**config.mk**
```make
export PLATFORM = sky130hd
export DESIGN_NAME = alu_share_ctrl
export DESIGN_NICKNAME = d
export VERILOG_FILES = /design/src/rtl/alu_share_pkg.sv /design/src/rtl/rr_arb2.sv /design/src/rtl/alu_share_ctrl.sv
export SDC_FILE = /design/constraint.sdc
export NUM_CORES = 1
export LEC_CHECK = 0
export BUFFER_PORTS_ARGS = -buffer_cell sky130_fd_sc_hd__buf_2
export CAP_MARGIN = 0
export CORE_ASPECT_RATIO = 0.75
export CORE_MARGIN = 2
export CORE_UTILIZATION = 47
export DETAILED_ROUTE_END_ITERATION = 6
export PLACE_DENSITY_LB_ADDON = 0.12
export SLEW_MARGIN = 20
export SYNTH_ARGS = -nofsm -noshare
export SYNTH_HDL_FRONTEND = slang
export SYNTH_SLANG_ARGS = --single-unit
```
**constraint.sdc**
```tcl
create_clock -name clk -period 1.9 [get_ports clk]
set_clock_uncertainty 0.15 [all_clocks]
set_input_delay 0.095 -clock clk [delete_from_list [all_inputs] [get_ports clk]]
set_output_delay 0.095 -clock clk [all_outputs]
set_load 0.03 [all_outputs]
```
**src/rtl/alu_share_pkg.sv**
```systemverilog
// ---------------------------------------------------------------------------
// Module  : alu_share_pkg
// Brief   : Shared FSM encoding and width defaults for the shared-ALU sequencer
// Revision: 1.0  initial release
// ---------------------------------------------------------------------------
`default_nettype none

package alu_share_pkg;

  localparam int DEF_DATA_W = 4;
  localparam int DEF_SEL_W  = 4;

  localparam logic [1:0] IDLE = 2'd0;
  localparam logic [1:0] EXEC = 2'd1;
  localparam logic [1:0] RESP = 2'd2;

endpackage

`default_nettype wire

```
**src/rtl/rr_arb2.sv**
```systemverilog
// ---------------------------------------------------------------------------
// Module  : rr_arb2
// Brief   : Two-way combinational priority arbiter; prio selects the preferred
//           requester, the caller owns the rotating pointer
// Revision: 1.0  initial release
// ---------------------------------------------------------------------------
`default_nettype none

module rr_arb2 (
  input  logic [1:0] req,
  input  logic       prio,
  output logic [1:0] grant
);

  always_comb begin
    grant = 2'b00;
    if (prio == 1'b0) begin
      if (req[0])      grant = 2'b01;
      else if (req[1]) grant = 2'b10;
    end else begin
      if (req[1])      grant = 2'b10;
      else if (req[0]) grant = 2'b01;
    end
  end

endmodule

`default_nettype wire

```
**src/rtl/alu_share_ctrl.sv**
```systemverilog
// ---------------------------------------------------------------------------
// Module  : alu_share_ctrl
// Brief   : Round-robin sequencer sharing one external combinational ALU slice
//           between two valid/ready requesters
// Revision: 1.0  initial release
// ---------------------------------------------------------------------------
`default_nettype none

module alu_share_ctrl
  import alu_share_pkg::*;
#(
  parameter int DATA_W = DEF_DATA_W,
  parameter int SEL_W  = DEF_SEL_W
) (
  input  logic              clk,
  input  logic              rst,
  input  logic              req0_valid,
  output logic              req0_ready,
  input  logic [DATA_W-1:0] req0_a,
  input  logic [DATA_W-1:0] req0_b,
  input  logic [SEL_W-1:0]  req0_s,
  input  logic              req1_valid,
  output logic              req1_ready,
  input  logic [DATA_W-1:0] req1_a,
  input  logic [DATA_W-1:0] req1_b,
  input  logic [SEL_W-1:0]  req1_s,
  output logic              resp0_valid,
  input  logic              resp0_ready,
  output logic              resp1_valid,
  input  logic              resp1_ready,
  output logic [DATA_W-1:0] resp_data,
  output logic [DATA_W-1:0] alu_a,
  output logic [DATA_W-1:0] alu_b,
  output logic [SEL_W-1:0]  alu_s,
  input  logic [DATA_W-1:0] alu_e,
  output logic              busy
);

  logic [1:0]        r_state;
  logic [1:0]        w_state_nxt;
  logic              r_prio;
  logic              r_owner;
  logic [DATA_W-1:0] r_op_a;
  logic [DATA_W-1:0] r_op_b;
  logic [SEL_W-1:0]  r_op_s;
  logic [DATA_W-1:0] r_resp_data;
  logic [1:0]        w_grant;
  logic              w_accept;
  logic              w_resp_take;

  rr_arb2 u_arb (
    .req   ({req1_valid, req0_valid}),
    .prio  (r_prio),
    .grant (w_grant)
  );

  // Grant is only meaningful in IDLE; the ready outputs qualify it with state.
  assign w_accept    = (r_state == IDLE) &&
                       ((req0_valid && w_grant[0]) || (req1_valid && w_grant[1]));
  assign w_resp_take = (r_state == RESP) && (r_owner ? resp1_ready : resp0_ready);

  always_ff @(posedge clk) begin
    if (rst) r_state <= IDLE;
    else     r_state <= w_state_nxt;
  end

  always_comb begin
    w_state_nxt = r_state;
    case (r_state)
      IDLE:    if (w_accept) w_state_nxt = EXEC;
      EXEC:    w_state_nxt = RESP;
      RESP:    if (w_resp_take) w_state_nxt = IDLE;
      default: w_state_nxt = IDLE;
    endcase
  end

  always_comb begin
    req0_ready  = (r_state == IDLE) && w_grant[0];
    req1_ready  = (r_state == IDLE) && w_grant[1];
    resp0_valid = (r_state == RESP) && !r_owner;
    resp1_valid = (r_state == RESP) &&  r_owner;
    busy        = (r_state != IDLE);
  end

  always_ff @(posedge clk) begin
    if (rst) begin
      r_prio      <= 1'b0;
      r_owner     <= 1'b0;
      r_op_a      <= '0;
      r_op_b      <= '0;
      r_op_s      <= '0;
      r_resp_data <= '0;
    end else begin
      if (w_accept) begin
        r_owner <= w_grant[1];
        r_op_a  <= w_grant[1] ? req1_a : req0_a;
        r_op_b  <= w_grant[1] ? req1_b : req0_b;
        r_op_s  <= w_grant[1] ? req1_s : req0_s;
      end
      if (r_state == EXEC) r_resp_data <= alu_e;
      if (w_resp_take)     r_prio      <= ~r_owner;
    end
  end

  assign alu_a     = r_op_a;
  assign alu_b     = r_op_b;
  assign alu_s     = r_op_s;
  assign resp_data = r_resp_data;

endmodule

`default_nettype wire

```
**Word level (Yosys, flattened, before mapping)**

Index checks and enable logic that the tools add are counted.
W data, S select, Z words.

- Register bits after elaboration: 20

- Muxes and demuxes: 12
- Reduce and logical (&&, ||, !) cells: 13
- Bitwise gates (word level): 1
- Eq/ne operators: 4

Operators with widths:

| cell | number |
|---|---|
| $mux W2 | 6 |
| $mux W4 | 3 |
| $logic_and A1 B1 Y1 | 8 |
| $pmux W2 S3 | 1 |
| $ne A2 B2 Y1 const B | 2 |
| $eq A2 B1 Y1 const B | 1 |
| $eq A2 B2 Y1 const B | 1 |
| $logic_not A2 Y1 | 1 |
| $mux W1 | 2 |
| $reduce_and A2 Y1 | 1 |
| $reduce_bool A2 Y1 | 1 |
| $logic_not A1 Y1 | 1 |
| $logic_or A1 B1 Y1 | 1 |
| $not A1 Y1 | 1 |

**Depth between registers and ports, before layout**

- Depth after elaboration: 8
- Gate-level depth with buffers: 4
- Depth with buffers taken out: 3

**Modules after synthesis**

Synthesis repeated with hierarchy kept, for this count alone.

- Cells, all modules: 96
- Area total of the unflattened synthesis: 987.2 um2

Modules (own cells, without submodules):

| module | area an instance (um2) | sequential area each (um2) | cells each | times used |
|---|---|---|---|---|
| alu_share_ctrl | 968.4 | 400.4 | 93 | 1 |
| rr_arb2 | 18.8 | 0.0 | 3 | 1 |

**Least setup slack after synthesis**

OpenSTA, ideal clock, no wires.

- Path type: register to output
- From: register r_state[1]
- To: output req1_ready
- Path slack: 0.063 ns
- Data required time: 1.655 ns
- Stages on the path, launching flop included: 5
- Arrival time: 1.592 ns
- Cell sequence: dfxtp_1 -> nor2_2 -> buf_2 -> inv_1 -> nor3_1

- Longest elaborated chain between the ends: 2

RTL lines:

| element | RTL line | RTL |
|---|---|---|
| from (decl) | alu_share_ctrl.sv:39 | `logic [1:0] r_state;` |
| from (signal assigned) | alu_share_ctrl.sv:64 | `else r_state <= w_state_nxt;` |
| $logic_not A2 Y1 | alu_share_ctrl.sv:79 | `req1_ready = (r_state == IDLE) && w_grant[1];` |
| $logic_and A1 B1 Y1 | alu_share_ctrl.sv:79 |  |
| to (decl) | alu_share_ctrl.sv:23 | `output logic req1_ready,` |

Every way passes these cells.

**Final worst setup path**

- From: register r_state[1]
- To: output req0_ready

- Longest elaborated chain between the ends: 2

RTL lines:

| element | RTL line | RTL |
|---|---|---|
| $logic_not A2 Y1 | alu_share_ctrl.sv:78 | `req0_ready = (r_state == IDLE) && w_grant[0];` |
| $logic_and A1 B1 Y1 | alu_share_ctrl.sv:78 |  |
| to (decl) | alu_share_ctrl.sv:18 | `output logic req0_ready,` |

Every way passes these cells.

==> results.toml <==
[global_routing]
grt_pass1_wl_um = 5180
antenna_found_initial = 0
grt_max_degree = 21
grt_usage = 0.274
grt_pass1_vias = 1187
overflow = 0

[critical_path]
max_stage_delay_ns = 0.50
cp.required_ns = 1.65
worstSetupStartpointType = "flip-flop"
critPathSlowestCell = "or3b_2"
r2r-start = "r_prio"
rr_endpoint = "alu_s[2]"
r2r_cells = 3
crit_type = "reg2out"
critPathMaxFanout = 4
critPathCaptureType = "output port"
reg2reg_slack_ns = 0.28
worst_ep_arrival_time_ns = 1.55
cp.buffers_inverters = 1
path_cells = "or3b_2 -> a21oi_1 -> buf_2"
critical_path.top_delay_family = "simple AND/OR/NAND/NOR gates"

[pwr]
peakVddDrop_uv = 474
p_clk_frac = 0.185
powerDensity_nw_per_um2 = 705
p_leak_uw = 0.000717
pwr-share-comb = 0.375
switching_share = 0.365
p_seq_frac = 0.441
p_int_uw = 710
switching_power_uw = 407

[floorplanning]
io_pins = 55
num_rows = 14
core_um2 = 2010
die_x_um = 57.5
die_h_um = 44.1
initial_utilization = 0.500
fp.dieArea_um2 = 2530

[min_path]
hold_depth = 3
whs_endpoint = "alu_s[2]"
hp-class = "in2reg"
hold_start = "req0_s[2]"

[route]
drtAntennaViolNets = 0
totalWireLength_um = 3280
drtIter0Drc = 29
firstDrtPassIters = 4
drc_errors = 0
num_vias = 1176
wl_per_cell_um = 15.5
via_per_inst = 5.55

[logic_synthesis]
syn_area_per_cell_um2 = 9.16
synth_fp_nets = 144
yosysMostFrequentCell = "dfxtp_1"
synth_cell_types = 29
yosysTopAreaCell = "dfxtp_1"
synth_ff_type = "dfxtp_1"
ys_seq_elements = 20
synth-edff-count = 0
synth_commonest_cells = "dfxtp_1, a21oi_1, nand3_1"
netlist_area_um2 = 1010
synth_area_leaders = "dfxtp_1, a311oi_2, a21oi_1, nand3_1, o21ai_0"
yosysWarnings = 0
synthArstFlopShare = 0
seq_area_frac_synth = 0.398
syn_inst = 110
netlist.area_leader.share = 0.398

[timing]
period_share = 0.943
maxSlewViolCount = 0
max_freq_mhz = 558
period_needed_ns = 1.79
whs_ns = 0.000964
setup_viol = 0
worstMarginPinSlew_ns = 0.509
finalSetupTns_ns = 0
rsz0062_at_grt = "no"
slew_headroom = 0.660
hold_viol = 0

[clock_network]
cts_tree = "yes"
clock_latency_ns = 0.31
path_clk_slew_ns = 0.12
root_buffer = "clkbuf_4"
cts_setup_buffers = 0
cts.sinks = 20
clockBufferDepth = 2
cts_made_buffers = 3
htree_num_levels = 1

[final_layout]
fillers = 143
multiInputGateArea_um2 = 543
n_antenna_cell = 0
register_area_um2 = 400
fin_nets = 224
layout-drive-gt1-share = 0.383
area_growth_pct = 57.4

[job]
cap_violations = 0

[placement]
place.gp.congestion = 0.759
dp_hpwl_um = 1930
io_buffers = 54

[status]
status = "finished, final reports clean"
[power groups by stage]
stage          logic, µW  clock network (µW)  registers, µW
6_report             418                 206            492
3_5_place_dp         362                   0            499
2_1_floorplan        188                   0            571
3_3_place_gp         352                   0            496
5_1_grt              449                 220            496
4_1_cts              410                 203            490
[flip-flops by register name, summed over array words and instances (netlist names)]
signal / flops
r_state: 2
alu_b: 4
resp_data: 4
r_owner: 1
alu_s: 4
alu_a: 4
r_prio: 1
[layout make-up]
class                   instances  share of cell area
multi-input cells              77               0.343
inverters                       3             0.00710
flip-flops and latches         20               0.253
repair buffers                 85               0.365
well taps                      24              0.0189
clock buffers                   3              0.0142
[logic make-up after synthesis]
kind of cell / Yosys count / synth area share
compound gates: 41 / 0.312
simple gates: 31 / 0.173
flops: 20 / 0.398
mux: 5 / 0.0497
buf+inv: 13 / 0.0683
[tightest hold or removal path, delay by kind of cell]
| kind | cells | cell delay (ns) |
|---|---|---|
| compound gates | 2 | 0.22 |
| buf+inv | 1 | 0.09 |
[per-layer routing]
metal  global-route usage  part of all wire
met5                    0                 0
met4                0.112             0.019
met3               0.0702             0.059
met2                0.516              0.53
met1                0.297              0.39
[per-stage QoR]
stage	util	cells	cell area [µm²]	power, µW	setup slack, ns
5_1_grt	0.787	212	1590	1160	0.0270
3_3_place_gp	0.624	179	1260	849	0.475
6_report	0.787	212	1590	1120	0.108
4_1_cts	0.784	212	1580	1100	0.132
2_1_floorplan	-	110	1010	759	0.0631
3_5_place_dp	0.624	179	1260	861	0.344
[worst max path at each step]
stage | start | to | slack (ns) | cells past startpoint
finish | r_state[1] | req0_ready | 0.11 | 3
detailed placement | r_prio | alu_s[2] | 0.34 | 3
CTS | r_state[1] | req0_ready | 0.13 | 3
global route | r_prio | req1_ready | 0.03 | 3
floorplan | r_state[1] | req1_ready | 0.06 | 4
global placement | r_state[1] | alu_a[3] | 0.48 | 3
[what timing repair did]
item / 4_1_cts / 5_1_grt
endpoints found under the setup margin: 0 / 1
endpoints found under the hold margin: 18 / 0
gates resized for setup: 0 / 1
hold buffers: 30 / 0
[cell usage in the layout, fill, tap and decap left out]
master / n
mux2i_1: 5
nor2_4: 1
and2b_1: 1
nor2b_1: 2
a311oi_2: 9
dlygate4sd3_1: 30
dfxtp_1: 20
nor2_1: 5
o21ai_0: 11
nand2_1: 1
inv_1: 3
and2_4: 1
a311oi_1: 3
a2111oi_0: 1
nor3_1: 1
or3b_2: 1
clkbuf_4: 3
and2_1: 1
a21oi_1: 15
and3_1: 1
nand2b_1: 2
nand3_1: 12
buf_2: 54
o21ai_1: 1
a32oi_1: 1
nor2b_2: 1
or2_4: 1
buf_4: 1
No activity file was read; power rests on OpenSTA's default activity.
